$ cat config.mk
export PLATFORM = sky130hd
export DESIGN_NAME = gshare_bp
export DESIGN_NICKNAME = d
export VERILOG_FILES = /design/src/rtl/gshare_bp_pkg.sv /design/src/rtl/gshare_bp_pht.sv /design/src/rtl/gshare_bp.sv
export SDC_FILE = /design/constraint.sdc
export NUM_CORES = 2
export LEC_CHECK = 0
export BUFFER_PORTS_ARGS = -buffer_cell sky130_fd_sc_hd__buf_2
export CORE_ASPECT_RATIO = 1.4
export CORE_MARGIN = 2
export CORE_UTILIZATION = 63
export DETAILED_ROUTE_END_ITERATION = 12
export PLACE_DENSITY = 0.81
export SLEW_MARGIN = 20
export SYNTH_ARGS = -nofsm -noshare
export SYNTH_HDL_FRONTEND = slang
export SYNTH_SLANG_ARGS = --single-unit
$ cat constraint.sdc
create_clock -name clk -period 42.9 [get_ports clk]
set_input_delay 0 -clock clk [delete_from_list [all_inputs] [get_ports clk]]
set_output_delay 0 -clock clk [all_outputs]
set_load 0.005 [all_outputs]
$ cat src/rtl/gshare_bp_pkg.sv
// rtl/gshare_bp_pkg.sv - shared types for the gshare branch predictor
package gshare_bp_pkg;

  typedef enum logic {
    BP_INIT,
    BP_RUN
  } bp_fsm_t;

endpackage

$ cat src/rtl/gshare_bp_pht.sv
// rtl/gshare_bp_pht.sv - pattern history table, async reads, one sync write port
// The second read port feeds the resolve-side read-modify-write of the counter.
module bp_pht #(
  parameter int HIST_BITS = 10,
  parameter int CTR_BITS  = 2
) (
  input  logic                 clk,
  input  logic [HIST_BITS-1:0] rd_addr_i,
  output logic [CTR_BITS-1:0]  rd_data_o,
  input  logic [HIST_BITS-1:0] upd_addr_i,
  output logic [CTR_BITS-1:0]  upd_data_o,
  input  logic                 we_i,
  input  logic [HIST_BITS-1:0] waddr_i,
  input  logic [CTR_BITS-1:0]  wdata_i
);

  logic [CTR_BITS-1:0] mem_q [2**HIST_BITS];

  always_ff @(posedge clk) begin
    if (we_i) begin
      mem_q[waddr_i] <= wdata_i;
    end
  end

  assign rd_data_o  = mem_q[rd_addr_i];
  assign upd_data_o = mem_q[upd_addr_i];

endmodule

$ cat src/rtl/gshare_bp.sv
// rtl/gshare_bp.sv - gshare direction predictor with speculative/architected history
// Holds the init-sweep FSM, both history registers, counter update and target adders.
module gshare_bp
  import gshare_bp_pkg::*;
#(
  parameter int HIST_BITS = 10,
  parameter int CTR_BITS  = 2
) (
  input  logic                 clk,
  input  logic                 rst,
  input  logic                 pred_valid_i,
  input  logic                 pred_is_br_i,
  input  logic [31:0]          pred_pc_i,
  input  logic [31:0]          pred_b_imm_i,
  output logic                 pred_taken_o,
  output logic [31:0]          pred_target_o,
  output logic [HIST_BITS-1:0] pred_idx_o,
  output logic                 ready_o,
  input  logic                 res_valid_i,
  input  logic [HIST_BITS-1:0] res_idx_i,
  input  logic                 res_taken_i,
  input  logic                 res_mispred_i
);

  localparam logic [CTR_BITS-1:0]  CTR_INIT = {1'b1, {(CTR_BITS-1){1'b0}}};
  localparam logic [CTR_BITS-1:0]  CTR_MAX  = {CTR_BITS{1'b1}};
  localparam logic [CTR_BITS-1:0]  CTR_ONE  = CTR_BITS'(1);
  localparam logic [HIST_BITS-1:0] IDX_LAST = {HIST_BITS{1'b1}};
  localparam logic [HIST_BITS-1:0] IDX_ONE  = HIST_BITS'(1);

  bp_fsm_t              state_q, state_d;
  logic [HIST_BITS-1:0] init_ptr_q, init_ptr_d;
  logic [HIST_BITS-1:0] spec_ghr_q, spec_ghr_d;
  logic [HIST_BITS-1:0] arch_ghr_q, arch_ghr_d;

  logic [CTR_BITS-1:0]  pred_ctr;
  logic [CTR_BITS-1:0]  upd_ctr;
  logic                 pht_we;
  logic [HIST_BITS-1:0] pht_waddr;
  logic [CTR_BITS-1:0]  pht_wdata;
  logic [31:0]          pc_plus4;
  logic [31:0]          pc_plus_imm;

  bp_pht #(
    .HIST_BITS(HIST_BITS),
    .CTR_BITS (CTR_BITS)
  ) u_pht (
    .clk       (clk),
    .rd_addr_i (pred_idx_o),
    .rd_data_o (pred_ctr),
    .upd_addr_i(res_idx_i),
    .upd_data_o(upd_ctr),
    .we_i      (pht_we),
    .waddr_i   (pht_waddr),
    .wdata_i   (pht_wdata)
  );

  assign ready_o       = (state_q == BP_RUN);
  assign pred_idx_o    = spec_ghr_q ^ pred_pc_i[HIST_BITS+1:2];
  assign pred_taken_o  = ready_o & pred_is_br_i & pred_ctr[CTR_BITS-1];
  assign pc_plus4      = pred_pc_i + 32'd4;
  assign pc_plus_imm   = pred_pc_i + pred_b_imm_i;
  assign pred_target_o = pred_taken_o ? pc_plus_imm : pc_plus4;

  always_comb begin
    state_d    = state_q;
    init_ptr_d = init_ptr_q;
    spec_ghr_d = spec_ghr_q;
    arch_ghr_d = arch_ghr_q;
    pht_we     = 1'b0;
    pht_waddr  = res_idx_i;
    pht_wdata  = upd_ctr;
    case (state_q)
      BP_INIT: begin
        pht_we     = 1'b1;
        pht_waddr  = init_ptr_q;
        pht_wdata  = CTR_INIT;
        init_ptr_d = init_ptr_q + IDX_ONE;
        if (init_ptr_q == IDX_LAST) begin
          state_d = BP_RUN;
        end
      end
      BP_RUN: begin
        if (pred_valid_i && pred_is_br_i) begin
          spec_ghr_d = {spec_ghr_q[HIST_BITS-2:0], pred_taken_o};
        end
        if (res_valid_i) begin
          arch_ghr_d = {arch_ghr_q[HIST_BITS-2:0], res_taken_i};
          pht_we     = 1'b1;
          if (res_taken_i) begin
            pht_wdata = (upd_ctr == CTR_MAX) ? upd_ctr : upd_ctr + CTR_ONE;
          end else begin
            pht_wdata = (upd_ctr == '0) ? upd_ctr : upd_ctr - CTR_ONE;
          end
          // Restore overrides any same-cycle speculative shift.
          if (res_mispred_i) begin
            spec_ghr_d = {arch_ghr_q[HIST_BITS-2:0], res_taken_i};
          end
        end
      end
      default: state_d = BP_INIT;
    endcase
  end

  always_ff @(posedge clk) begin
    if (rst) begin
      state_q    <= BP_INIT;
      init_ptr_q <= '0;
      spec_ghr_q <= '0;
      arch_ghr_q <= '0;
    end else begin
      state_q    <= state_d;
      init_ptr_q <= init_ptr_d;
      spec_ghr_q <= spec_ghr_d;
      arch_ghr_q <= arch_ghr_d;
    end
  end

endmodule

### Word level (Yosys, flattened, before mapping)

Memory sizes are Yosys's and may differ from the RTL's.
Index checks and enable logic that the tools add are counted.

* bits in registers: 30
* output and inout bits: 44
* word-level logic and storage cells: 35
* memories kept: 1
* memory bits (writable): 2048

* bitwise gates (word level): 4
* equality and inequality tests: 2
* multiplexer cells: 16
* reduce and logical (&&, ||, !) cells: 3
* $add $sub $neg: 5

Memory list
* u_pht.mem_q: words 1024, bits a word 2, rd ports 2, clocked after Yosys merged registers in 0, write ports 1, RTL line gshare_bp_pht.sv:17 `logic [CTR_BITS-1:0] mem_q [2**HIST_BITS];`

Operators with widths (count)
* 2-to-1 mux 10 bit: 4
* adder 32 x 3 -> 32 bit (second input constant): 1
* adder 32 bit: 1
* 2-to-1 mux 32 bit: 1
* adder 10 x 1 -> 10 bit (second input constant): 1
* equality test 10 bit (second input constant): 1
* XOR 10 bit: 1
* 2-to-1 mux 2 bit: 4
* 2-to-1 mux 1 bit: 5
* one-hot mux 2 bit (2 select lines): 1
* adder 2 x 1 -> 2 bit (second input constant): 1
* AND 1 bit: 2
* equality test 2 bit (second input constant): 1
* logical NOT 2 bit: 1
* one-hot mux 1 bit (2 select lines): 1
* AND reduction 2 bit: 1
* subtractor 2 x 1 -> 2 bit (second input constant): 1
* logical AND 1 bit: 1
* NOT 1 bit: 1

### Longest topological paths before layout

An unclocked memory read counts as a cell.

* depth after elaboration: 6
* mapped depth: 17

### Modules after synthesis

A second synthesis with hierarchy kept.

* cells, all modules: 6787
* area total of the unflattened synthesis: 104725.4 sq um

By module, submodules not included
* bp_pht: cells an instance 6205, instances 1, area each 100664.0 sq um
* gshare_bp: cells an instance 582, instances 1, area each 4061.4 sq um

### Worst setup path after synthesis

Ideal clock, no wire load.

* path type: input -> register
* start point: input port res_idx_i[1]
* end point: memory u_pht.mem_q[0][1], data pin
* slack: 10511 ps
* stages on the path: 13
* arrival time: 27182 ps
* data required time: 37693 ps
* path through: buf_2 buf_1 buf_1 clkbuf_1 mux4_2 mux4_2 mux4_2 a22oi_1 a21oi_1 nor3_2 nor2_1 a21oi_1 o21ai_1

* word-level cells in the longest chain between the ends: 6

RTL lines
* start: declaration: RTL line gshare_bp.sv:20 `input logic [HIST_BITS-1:0] res_idx_i,`
* memory (1024 x 2 bit) (*)
* subtractor 2 x 1 -> 2 bit (tied with other cells): RTL line gshare_bp.sv:93 `pht_wdata = (upd_ctr == '0) ? upd_ctr : upd_ctr - CTR_ONE;`
* 2-to-1 mux 2 bit (on tied branches): RTL line gshare_bp.sv:93, gshare_bp.sv:91
* 2-to-1 mux 2 bit: RTL line gshare_bp.sv:90 `if (res_taken_i) begin`
* 2-to-1 mux 2 bit (*): RTL line gshare_bp.sv:87 `if (res_valid_i) begin`
* one-hot mux 2 bit (2 select lines) (*): RTL line gshare_bp.sv:73 `case (state_q)`
* net pht_wdata[1]: RTL line gshare_bp.sv:40 `logic [CTR_BITS-1:0] pht_wdata;`
* end: declaration: RTL line gshare_bp_pht.sv:17

Mark *: on every way through the listed nets, which the timed path passes. The rest lies on a longest branch.

### Worst setup path after layout

* start point: register spec_ghr_q[2]
* end point: output port pred_target_o[4]

* word-level cells in the longest chain between the ends: 4

RTL lines
* start: declaration: RTL line gshare_bp.sv:33 `logic [HIST_BITS-1:0] spec_ghr_q, spec_ghr_d;`
* start signal: assignment: RTL line gshare_bp.sv:114 `spec_ghr_q <= spec_ghr_d;`
* XOR 10 bit: RTL line gshare_bp.sv:59 `assign pred_idx_o = spec_ghr_q ^ pred_pc_i[HIST_BITS+1:2];`
* memory (1024 x 2 bit)
* AND 1 bit: RTL line gshare_bp.sv:60 `assign pred_taken_o = ready_o & pred_is_br_i & pred_ctr[CTR_BITS-1];`
* 2-to-1 mux 32 bit: RTL line gshare_bp.sv:63 `assign pred_target_o = pred_taken_o ? pc_plus_imm : pc_plus4;`
* end: declaration: RTL line gshare_bp.sv:16 `output logic [31:0] pred_target_o,`

No other way between the ends.

==> flow_summary.ini <==
[finish]
final_common_cell = edfxtp_1
final_cell_mix = edfxtp_1, nor2_1, mux4_2
drive_above_1_share_pct = 27.2
area_delta_synth_final_pct = 8.80
fin_nets = 5566

[logic_synthesis]
synth_area_per_cell_um2 = 17.3
synth_ff_type = edfxtp_1
synth_top_area_share_pct = 64.7
synth.distinct_cells = 71
synth_top_area_cell = edfxtp_1
ys_ff_latch = 2078
ys_async_sr_fraction_pct = 0
ys_seq_area_share_pct = 65.4
yosysWarnings = 0
synth_area_leaders = edfxtp_1, mux4_2, nor2_1
syn_nets = 5596
synth_edf_count = 2048
syn_inst = 5481
netlist_area_um2 = 95000

[routing]
initialDrtViolationCount = 9567
routed_via_density = 7.63
drc_errors = 0
routed-via-count = 57792
wl_um = 284000
ant_nets = 0
first_pass_iters = 9
routedWlPerCell_um = 37.5

[clocking]
root_buffer = clkbuf_16
clkTransAtPathRegs_ns = 0.06
cts_sinks = 2078
cts_inserted_buffers = 181
post_cts_resized = 0
cts_tree = yes
clk_latency_ns = 0.85
htreeDepth = 4
cts_max_path_buffers = 3

[sta]
hold_slack_ns = 0.134
clock.fmax_ghz = 0.115
min_period_ns = 8.71
slew_headroom_pct = 15.2
fin_setup_tns_ns = 0
drv_slew = 0
period_share_pct = 20.3
worstMarginPinSlew_ns = 1.27
skew_ns = 0.0380
report.final.setup_viol = 0
hold_viol = 0
rsz0062_at_grt = false

[setup_path]
r2r-start = spec_ghr_q[2]
reg2reg_depth = 15
cp-end-kind = output port
required_ns = 42.90
cp-start-kind = flop
crit_fanout = 61
r2r_end = spec_ghr_q[0]
path_class = reg2out
r2r_slack_ns = 35.99
crit_arrival_ns = 8.71

[hold_path]
whs_path_depth = 4
worstHoldStart = res_mispred_i
hp-class = in2reg
holdPathEnd = spec_ghr_q[2]

[place]
dp_hpwl_um = 158000
portBuffers = 124
gp_congestion = 0.917

[global_routing]
grt_pass1_vias = 58416
antenna_found_initial = 19
grt_pass1_wl_um = 404000
track_usage_pct = 37.1
grt-ovfl-total = 0
grt_max_degree = 275

[job]
max_cap_violations = 0

[run_status]
run_status = complete, no violations

[floorplanning]
rows = 168
die_w_um = 332
initial_core_util_pct = 63.5
die_h_um = 463
ios = 125
dieArea_um2 = 154000
core_um2 = 150000

[power]
p_leak_nw = 32.6
powerDensity_nw_per_um2 = 40.1
vdd_drop_max_mv = 0.0408
## cell usage after synthesis, types with 33 or more instances
| cell type | n |
|---|---|
| edfxtp_1 | 2048 |
| nor2_1 | 1115 |
| mux4_2 | 925 |
| clkbuf_1 | 302 |
| nand2_1 | 178 |
| a21oi_1 | 95 |
| buf_2 | 71 |
| a22oi_1 | 63 |
| nand3_1 | 55 |
| o21ai_0 | 51 |
| xnor2_1 | 45 |
| nor3_1 | 36 |
| buf_6 | 33 |
| ha_1 | 33 |
## registers in the layout, indices dropped and copies added, names as in the netlist
name and count:
init_ptr_q 10, arch_ghr_q 9, spec_ghr_q 10, ready_o 1
u_pht.mem_q 2048
## per-stage QoR
stage | setup WS, ns | power, mW | utilization [%] | area (um2) | std cells
2_1_floorplan | 10.51 | 2.42 | - | 95000 | 5481
3_3_place_gp | 33.77 | 2.51 | 64.9 | 97100 | 7208
3_5_place_dp | 33.61 | 2.51 | 64.9 | 97100 | 7208
4_1_cts | 34.44 | 4.13 | 68.9 | 103000 | 7555
5_1_grt | 34.40 | 4.21 | 69.0 | 103000 | 7562
6_report | 34.19 | 4.14 | 69.1 | 103000 | 7579
## worst max path at each step
stage / cells past startpoint / from / to
after floorplan: 13 / res_idx_i[1] / u_pht.mem_q[0][1]
after global placement: 16 / res_idx_i[0] / u_pht.mem_q[208][0]
after detailed placement: 16 / res_idx_i[0] / u_pht.mem_q[213][0]
after CTS: 16 / res_idx_i[0] / u_pht.mem_q[280][0]
after global routing: 16 / spec_ghr_q[2] / pred_target_o[4]
final: 16 / spec_ghr_q[2] / pred_target_o[4]
## kinds of logic after synthesis
group / Yosys count / synth area share, %
buf+inv: 491 / 2.39
simple gates: 1492 / 6.31
mux: 956 / 22.3
xor+xnor: 70 / 0.653
flops: 2078 / 65.4
compound gates: 360 / 2.55
fa+ha+maj: 34 / 0.456
## metal layers
layer / track usage (%) / share of wire, % / vias up
met5: 0 / 0.046 / -
met4: 28.4 / 9.2 / 18
met3: 11.4 / 15 / 1391
met2: 57.3 / 47 / 5585
met1: 44.0 / 29 / 28903
li1: - / - / 21895
## area by class of cell
| type | count | area, um2 |
|---|---|---|
| Clock inverter | 113 | 1060 |
| Sequential cell | 2078 | 62100 |
| Fill cell | 8779 | 46300 |
| Inverter | 31 | 134 |
| Timing Repair Buffer | 247 | 1790 |
| Multi-Input combinational cell | 2912 | 30900 |
| Antenna cell | 22 | 55.1 |
| Tap cell | 1955 | 2450 |
| Clock buffer | 221 | 4850 |
## what timing repair did
| action | in CTS | in global routing |
|---|---|---|
| endpoints found under the hold margin | 30 | 0 |
| buffers inserted | 0 | 0 |
| hold buffers | 13 | 0 |
## worst max-delay path: stages (launching register included)
cell,delay (ns)
dfxtp_1,0.41
xnor2_2,0.14
buf_4,0.53
clkinv_2,0.80
buf_4,0.62
nor2_4,0.70
buf_4,0.68
a22oi_1,0.34
a21oi_1,0.36
o21ai_0,0.14
a211oi_1,0.74
a2111oi_1,0.19
a32oi_2,0.43
o2111ai_4,0.16
buf_4,0.36
o31ai_1,0.91
buf_2,0.25
## power breakdown
part           internal (mW)  total, mW  switching (mW)
sequential              2.19       2.19        0.000532
clock                  0.914       1.66           0.747
combinational          0.118      0.285           0.167
No activity file was read; power rests on OpenSTA's default activity.
